<file path="config.mk">
export PLATFORM = sky130hd
export DESIGN_NAME = uart_reg_loader_flat
export DESIGN_NICKNAME = d
export VERILOG_FILES = /design/src/rtl/uart_reg_pkg.sv /design/src/rtl/uart_reg_loader_if.sv /design/src/rtl/uart_rx_core.sv /design/src/rtl/uart_reg_loader.sv /design/src/flat_wrapper.sv
export SDC_FILE = /design/constraint.sdc
export NUM_CORES = 1
export LEC_CHECK = 0
export ABC_AREA = 1
export ABC_CLOCK_PERIOD_IN_PS = 10200
export BUFFER_PORTS_ARGS = -buffer_cell sky130_fd_sc_hd__clkbuf_2
export CAP_MARGIN = 30
export CORE_MARGIN = 2
export CORE_UTILIZATION = 47
export DETAILED_ROUTE_END_ITERATION = 10
export PLACE_DENSITY = 0.68
export SLEW_MARGIN = 20
export SYNTH_ARGS = -nofsm -noshare
export SYNTH_HDL_FRONTEND = slang
export SYNTH_SLANG_ARGS = --single-unit
</file>
<file path="constraint.sdc">
create_clock -name clk -period 10.2 [get_ports clk]
set_clock_uncertainty 0.2 [all_clocks]
set_input_delay 1.02 -clock clk [delete_from_list [all_inputs] [get_ports clk]]
set_output_delay 1.02 -clock clk [all_outputs]
set_load 0.005 [all_outputs]
</file>
<file path="src/rtl/uart_reg_pkg.sv">
// Shared types, field positions and helpers for the UART register loader.
package uart_reg_pkg;

  typedef enum logic [2:0] {
    IDLE  = 3'd0,
    START = 3'd1,
    DATA  = 3'd2,
    STOP  = 3'd3,
    BREAK = 3'd4
  } rx_state_e;

  // Command byte layout: bit 7 selects a channel, otherwise slot/nibble.
  localparam int SEL_BIT = 7;
  localparam int SLOT_HI = 6;
  localparam int SLOT_LO = 4;
  localparam int NIB_HI  = 3;
  localparam int NIB_LO  = 0;

  // Clocks per serial bit, rounded to nearest.
  function automatic int div_calc(input int clk_hz, input int baud);
    return (clk_hz + baud / 2) / baud;
  endfunction

endpackage

</file>
<file path="src/rtl/uart_reg_loader_if.sv">
// Serial input and register/status outputs of the loader.
interface uart_reg_loader_if #(
  parameter int CHANNELS = 4,
  parameter int REGS     = 4
);
  logic                       rx;
  logic [CHANNELS*REGS*8-1:0] regs_out;
  logic [CHANNELS-1:0]        trig;
  logic [2:0]                 sel_ch;
  logic                       byte_valid;
  logic [7:0]                 rx_byte;
  logic                       frame_err;

  // Host side: drives the serial line, observes the loader.
  modport master (
    output rx,
    input  regs_out, trig, sel_ch, byte_valid, rx_byte, frame_err
  );

  // Loader side.
  modport slave (
    input  rx,
    output regs_out, trig, sel_ch, byte_valid, rx_byte, frame_err
  );
endinterface

</file>
<file path="src/rtl/uart_rx_core.sv">
// 8-bit UART receiver: synchroniser, bit timer and framing FSM.
module uart_rx_core
  import uart_reg_pkg::*;
#(
  parameter int CLK_HZ    = 12000000,
  parameter int BAUD      = 9600,
  parameter int STOP_BITS = 1
) (
  input  logic       clk,
  input  logic       reset,
  input  logic       rx,
  output logic       byte_valid,
  output logic [7:0] rx_byte,
  output logic       frame_err
);

  localparam int          DIV     = div_calc(CLK_HZ, BAUD);
  localparam logic [15:0] FULL_M1 = 16'(DIV - 1);
  localparam logic [15:0] HALF_M1 = 16'(DIV / 2 - 1);
  localparam logic        LAST_STOP = 1'(STOP_BITS - 1);

  rx_state_e   state_q, state_d;
  logic        rx_s1_q, rx_s1_d, rx_s2_q, rx_s2_d, rx_s3_q, rx_s3_d;
  logic [1:0]  warm_q, warm_d;
  logic [15:0] cnt_q, cnt_d;
  logic [2:0]  bit_q, bit_d;
  logic        stop_q, stop_d;
  logic [7:0]  sh_q, sh_d;
  logic        byte_valid_q, byte_valid_d;
  logic [7:0]  rx_byte_q, rx_byte_d;
  logic        frame_err_q, frame_err_d;
  logic        tick;

  // State register; synchroniser presets high so an idle line looks idle.
  always_ff @(posedge clk or posedge reset) begin
    if (reset) begin
      state_q      <= IDLE;
      rx_s1_q      <= 1'b1;
      rx_s2_q      <= 1'b1;
      rx_s3_q      <= 1'b1;
      warm_q       <= 2'd0;
      cnt_q        <= '0;
      bit_q        <= '0;
      stop_q       <= 1'b0;
      sh_q         <= '0;
      byte_valid_q <= 1'b0;
      rx_byte_q    <= '0;
      frame_err_q  <= 1'b0;
    end else begin
      state_q      <= state_d;
      rx_s1_q      <= rx_s1_d;
      rx_s2_q      <= rx_s2_d;
      rx_s3_q      <= rx_s3_d;
      warm_q       <= warm_d;
      cnt_q        <= cnt_d;
      bit_q        <= bit_d;
      stop_q       <= stop_d;
      sh_q         <= sh_d;
      byte_valid_q <= byte_valid_d;
      rx_byte_q    <= rx_byte_d;
      frame_err_q  <= frame_err_d;
    end
  end

  // Next state. Edge detection stays disarmed until the edge-history flop
  // holds a real pin sample, so a line already low at reset release is
  // not mistaken for a start bit.
  always_comb begin
    state_d      = state_q;
    rx_s1_d      = rx;
    rx_s2_d      = rx_s1_q;
    rx_s3_d      = rx_s2_q;
    warm_d       = (warm_q == 2'd3) ? warm_q : warm_q + 2'd1;
    tick         = (cnt_q == 16'd0);
    cnt_d        = tick ? cnt_q : cnt_q - 16'd1;
    bit_d        = bit_q;
    stop_d       = stop_q;
    sh_d         = sh_q;
    byte_valid_d = 1'b0;
    rx_byte_d    = rx_byte_q;
    frame_err_d  = 1'b0;
    case (state_q)
      IDLE: begin
        if (warm_q == 2'd3 && !rx_s2_q && rx_s3_q) begin
          cnt_d   = HALF_M1;
          state_d = START;
        end
      end
      START: begin
        if (tick) begin
          if (!rx_s2_q) begin
            cnt_d   = FULL_M1;
            bit_d   = 3'd0;
            state_d = DATA;
          end else begin
            state_d = IDLE;
          end
        end
      end
      DATA: begin
        if (tick) begin
          sh_d  = {rx_s2_q, sh_q[7:1]};
          cnt_d = FULL_M1;
          if (bit_q == 3'd7) begin
            stop_d  = 1'b0;
            state_d = STOP;
          end else begin
            bit_d = bit_q + 3'd1;
          end
        end
      end
      STOP: begin
        if (tick) begin
          if (!rx_s2_q) begin
            frame_err_d = 1'b1;
            state_d     = BREAK;
          end else if (stop_q == LAST_STOP) begin
            byte_valid_d = 1'b1;
            rx_byte_d    = sh_q;
            state_d      = IDLE;
          end else begin
            stop_d = 1'b1;
            cnt_d  = FULL_M1;
          end
        end
      end
      BREAK: begin
        if (rx_s2_q) state_d = IDLE;
      end
      default: state_d = IDLE;
    endcase
  end

  assign byte_valid = byte_valid_q;
  assign rx_byte    = rx_byte_q;
  assign frame_err  = frame_err_q;

endmodule

</file>
<file path="src/rtl/uart_reg_loader.sv">
// Serial register loader: decodes slot/nibble bytes into per-channel
// shadow registers and commits a channel atomically on its last slot.
module uart_reg_loader
  import uart_reg_pkg::*;
#(
  parameter int CLK_HZ    = 12000000,
  parameter int BAUD      = 9600,
  parameter int CHANNELS  = 4,
  parameter int REGS      = 4,
  parameter int STOP_BITS = 1
) (
  input logic           clk,
  input logic           reset,
  uart_reg_loader_if.slave bus
);

  localparam int RW = REGS * 8;
  localparam int TW = CHANNELS * RW;
  localparam logic [CHANNELS-1:0] ONE = 1;

  logic          rx_valid;
  logic [7:0]    rx_data;
  logic          rx_ferr;

  logic [2:0]          sel_ch_q, sel_ch_d;
  logic [TW-1:0]       shadow_q, shadow_d;
  logic [TW-1:0]       regs_q, regs_d;
  logic [CHANNELS-1:0] trig_q, trig_d;
  logic [2:0]          slot;
  int                  ch_base;
  int                  nib_base;

  uart_rx_core #(
    .CLK_HZ   (CLK_HZ),
    .BAUD     (BAUD),
    .STOP_BITS(STOP_BITS)
  ) u_rx (
    .clk       (clk),
    .reset     (reset),
    .rx        (bus.rx),
    .byte_valid(rx_valid),
    .rx_byte   (rx_data),
    .frame_err (rx_ferr)
  );

  // Channel select, shadow and committed register state.
  always_ff @(posedge clk or posedge reset) begin
    if (reset) begin
      sel_ch_q <= '0;
      shadow_q <= '0;
      regs_q   <= '0;
      trig_q   <= '0;
    end else begin
      sel_ch_q <= sel_ch_d;
      shadow_q <= shadow_d;
      regs_q   <= regs_d;
      trig_q   <= trig_d;
    end
  end

  // Byte decode; the commit copy reads shadow_d so it includes the
  // nibble written by the commit byte itself.
  always_comb begin
    sel_ch_d = sel_ch_q;
    shadow_d = shadow_q;
    regs_d   = regs_q;
    trig_d   = '0;
    slot     = rx_data[SLOT_HI:SLOT_LO];
    ch_base  = int'(sel_ch_q) * RW;
    nib_base = ch_base + int'(slot >> 1) * 8 + (slot[0] ? 4 : 0);
    if (rx_valid) begin
      if (rx_data[SEL_BIT]) begin
        if (int'(rx_data[2:0]) < CHANNELS) sel_ch_d = rx_data[2:0];
      end else if (int'(slot) < 2 * REGS) begin
        shadow_d[nib_base +: 4] = rx_data[NIB_HI:NIB_LO];
        if (int'(slot) == 2 * REGS - 1) begin
          regs_d[ch_base +: RW] = shadow_d[ch_base +: RW];
          trig_d                = ONE << sel_ch_q;
        end
      end
    end
  end

  assign bus.regs_out   = regs_q;
  assign bus.trig       = trig_q;
  assign bus.sel_ch     = sel_ch_q;
  assign bus.byte_valid = rx_valid;
  assign bus.rx_byte    = rx_data;
  assign bus.frame_err  = rx_ferr;

endmodule

</file>
<file path="src/flat_wrapper.sv">
// flat-port wrapper written by rule: the top's interface ports become plain ports
module uart_reg_loader_flat import uart_reg_pkg::*;
#(
  parameter int CLK_HZ    = 12000000,
  parameter int BAUD      = 9600,
  parameter int CHANNELS  = 4,
  parameter int REGS      = 4,
  parameter int STOP_BITS = 1
)
  (clk, reset, bus_rx, bus_regs_out, bus_trig, bus_sel_ch, bus_byte_valid, bus_rx_byte, bus_frame_err);
  uart_reg_loader_if #(.CHANNELS(CHANNELS), .REGS(REGS)) bus_i ();
  input logic clk;
  input logic reset;
  input wire logic [$bits(bus_i.rx)-1:0] bus_rx;
  output wire logic [$bits(bus_i.regs_out)-1:0] bus_regs_out;
  output wire logic [$bits(bus_i.trig)-1:0] bus_trig;
  output wire logic [$bits(bus_i.sel_ch)-1:0] bus_sel_ch;
  output wire logic [$bits(bus_i.byte_valid)-1:0] bus_byte_valid;
  output wire logic [$bits(bus_i.rx_byte)-1:0] bus_rx_byte;
  output wire logic [$bits(bus_i.frame_err)-1:0] bus_frame_err;
  assign bus_i.rx = bus_rx;
  assign bus_regs_out = bus_i.regs_out;
  assign bus_trig = bus_i.trig;
  assign bus_sel_ch = bus_i.sel_ch;
  assign bus_byte_valid = bus_i.byte_valid;
  assign bus_rx_byte = bus_i.rx_byte;
  assign bus_frame_err = bus_i.frame_err;
  uart_reg_loader #(.CLK_HZ(CLK_HZ), .BAUD(BAUD), .CHANNELS(CHANNELS), .REGS(REGS), .STOP_BITS(STOP_BITS)) u_core (.clk(clk), .reset(reset), .bus(bus_i));
endmodule
</file>
==> summary by stage <==
Global route
The number of global-route vias before repair is 14200. The final global-route overflow total is 0. In the global route stage, overall resource usage came out at 0.258.

The initial antenna violation count came to 0. The first global-routing pass estimated 73900 um of wire. Entering global routing, the biggest net connects 129 pins.

STA
Derived from the worst setup path, the maximum achievable clock frequency is 229 MHz. Setup slack on the critical path of the routed design comes to 5.84 ns. Setup repair after global routing left no endpoint under its margin. Headroom to the max-slew limit came out at 0.395.

Setup violations remaining at the end of the flow were counted as 0. The clock period minus worst slack is 4.36 ns. The transition time of the tightest slew-check pin is 0.905 ns. The final setup TNS is 0 ns. The final clock period utilization by the worst path is 0.427. The count of final max-slew check failures came to 0.

The final hold violation count is 0. Hold timing on the final database bottoms out at a slack of 0.155 ns.

Pwr
The leakage power is 9.63 nW. The maximum vdd drop is 96.3 uV. The share of total power dissipated in the clock network is 0.471.

In this run the power density over the cells is 152 mW/mm2. Of the total power, the share spent switching nets is 0.243. The internal power component is 2.08 mW. The switching power is 0.667 mW. The power share of the combinational group is 0.066. The register share of total power is 0.463.

Clocking
The total CTS buffers is 35. Clock-pin slew was measured on the worst setup and hold paths at 0.06 ns. In this run the deepest clock path goes through 3 buffers. The number of levels the H-tree was split into is 2. The TritonCTS clock tree is built. Clock latency on the worst-skew pair, taken at its later pin, is 0.53 ns. The sink count of the clock tree is 308. The post-cts hold buffer count is 0. Once the clock tree was built, the setup fixing pass inserted 0 buffers. The post-CTS resize count is 0. The cell at the root of the clock tree is clkbuf_16.

Synth
Synthesis inferred 308 register bits. Synthesis instantiated 37 different standard cells from the library. For this run, asynchronously set or reset flops after synthesis account for 1.00.

Synthesis handed over a netlist of 2139 instances. A synthesized cell averages 7.35 um2. The register area share after synthesis is 0.491. The flip-flop cell with the highest count after synthesis is dfrtp_1. The netlist area before placement is 0.0157 mm2. When the netlist entered floorplanning its net count stood at 2155. Yosys mapped a number of flops with a built-in enable equal to 0. During synthesis, Yosys emitted a total of 0 warnings.

Hold path
In this run the worst hold path is classified as flop to flop. In this run the most critical hold path is launched from u_core.u_rx.rx_s1_q.

Job
The tool flagged a number of max-cap violations equal to 0.

Routing
Once detail routing completed, the nets flagged for antenna violations numbered 0. For this run, the detailed router's first-pass iteration total came to 6. The number of DRC markers after the initial detailed-route iteration is 1283. The average wire length per cell after detail routing is 16.5 um. Wires add up to 44600 um.

The per-cell via count in the routed design is 5.36. The post-route DRC violation count is 0. The via total after detailed routing is 14500.

Setup path
In this run the worst path has a maximum fanout of 68. At the worst endpoint, the arrival time is 4.58 ns. The launching element of the worst setup path is u_core.bus.sel_ch[0].

The kind of start point of the critical path is a flop. STA classifies the critical path endpoint as a flop. The worst reg2reg path startpoint is u_core.bus.sel_ch[0]. The critical path class is flop to flop. At the worst endpoint, the required time is 10.42 ns.

Layout
The most common cell after layout, fill and taps aside is nand2_1. In the layout the commonest cells are nand2_1, nand3_1, dfrtp_1. The layout net count is 2260. Relative to the synthesized area, the layout overhead comes to 15.1%. In the final layout, the share of cells above drive strength 1 is 0.109. The number of antenna diodes in the final layout is 0.

Run status
The flow ran to the end, and the final reports show no timing, DRC or antenna violations.

Placement
The HPWL after detailed placement is 29700 um. Routability-driven placement finished with a final weighted congestion of 0.879. Timing analysis after detailed placement gives a worst setup slack of 5.91 ns. Input and output buffers added on the ports amount to 147.

Floorplanning
From bottom edge to top edge, the die measures 187 um. The die is 187 um wide. The total core area is 0.0327 mm2.

For this configuration, the core starts out at a cell density of 0.481. The die area is 0.0349 mm2. The I/O pin count is 148.

The floorplan has 66 rows.
[logic make-up (layout without fill, tap and decap cells)]
family          Yosys count  count (layout)  synth area share
mux                       1               1          0.000716
xor+xnor                  9               9           0.00549
simple gates           1208            1208             0.325
buf+inv                 345             475            0.0832
flops                   308             308             0.491
compound gates          255             255            0.0842
fa+ha+maj                13              13            0.0103
[registers in the layout, indices dropped and copies added (netlist names), 2 cells and up]
register             flops
u_core.u_rx.rx_byte      8
u_core.u_rx.sh_q         8
u_core.u_rx.cnt_q       16
u_core.bus.trig          4
u_core.u_rx.warm_q       2
u_core.bus.sel_ch        3
u_core.shadow_q        128
u_core.u_rx.bit_q        3
u_core.bus.regs_out    128
u_core.u_rx.state_q      3
[critical path, stage by stage, from the launching register on]
cell and delay (ns):
dfrtp_4 0.69, inv_2 0.10, buf_4 0.63, ha_1 0.33, inv_1 0.05, nor2_1 0.10, ha_1 0.16, nand2_1 0.11
inv_1 0.66, nand2_1 0.37, o21ai_0 0.32, nand2_1 0.08, nand2_1 0.14, nand2_1 0.12, nand4_1 0.11, nand2_1 0.06
[metrics by stage]
stage	area, um2	cells	util	total power, mW
6_report	18100	2711	0.553	2.74
5_1_grt	18100	2711	0.553	2.85
3_3_place_gp	16800	2644	0.513	1.46
4_1_cts	18000	2707	0.550	2.76
3_5_place_dp	16800	2645	0.514	1.47
2_1_floorplan	15700	2139	-	1.43
[layout make-up]
cell class                 count  area (um2)
sequential                   308        7710
tap                          442         553
timing repair buffer         166         960
fill                        3088       14600
inverter                     247         937
multi-input combinational   1486        6730
clock inverter                10         168
clock buffer                  52        1020
[metal layers]
layer / routed length [um] / global-route usage
met1: 19400 / 0.353
met2: 21000 / 0.421
met3: 2780 / 0.0347
met4: 1410 / 0.0962
met5: 0 / 0
[power by group through the flow]
stage	logic, mW	clock network [mW]	registers, mW
after CTS	0.179	1.31	1.27
after global routing	0.209	1.36	1.27
after floorplan	0.140	0	1.29
after detailed placement	0.178	0	1.29
after global placement	0.173	0	1.29
final	0.181	1.29	1.27
[synthesized netlist by cell type (3+ instances only)]
master / instances / area (um2)
nand4_1: 41 / 257
buf_2: 5 / 25.0
a21oi_1: 26 / 130
inv_1: 242 / 908
nor2_1: 139 / 522
o21ai_1: 36 / 180
clkbuf_1: 69 / 259
nor4_1: 6 / 37.5
dfstp_2: 3 / 78.8
a211oi_1: 4 / 30.0
nand2_1: 685 / 2570
nor2_2: 4 / 25.0
buf_1: 23 / 86.3
nor3_1: 18 / 90.1
a31oi_1: 16 / 100
o21ai_0: 168 / 841
ha_1: 13 / 163
nand3_1: 306 / 1530
xor2_1: 6 / 52.6
dfrtp_1: 305 / 7630
nor2_4: 3 / 33.8
[path summary, 6_finish.rpt]
check / end / slack [ns] / cells after the start
worst min register to register: u_core.u_rx.rx_s2_q / 0.16 / 0
max in group asynchronous: u_core.bus.regs_out[104] / 7.25 / 5
worst max register to register: u_core.bus.regs_out[115] / 5.84 / 15
worst min-delay path: u_core.u_rx.rx_s2_q / 0.16 / 0
min in group asynchronous: u_core.u_rx.cnt_q[15] / 0.42 / 2
worst max-delay path: u_core.bus.regs_out[115] / 5.84 / 15
Note: power is estimated with default switching activity, not from simulation.
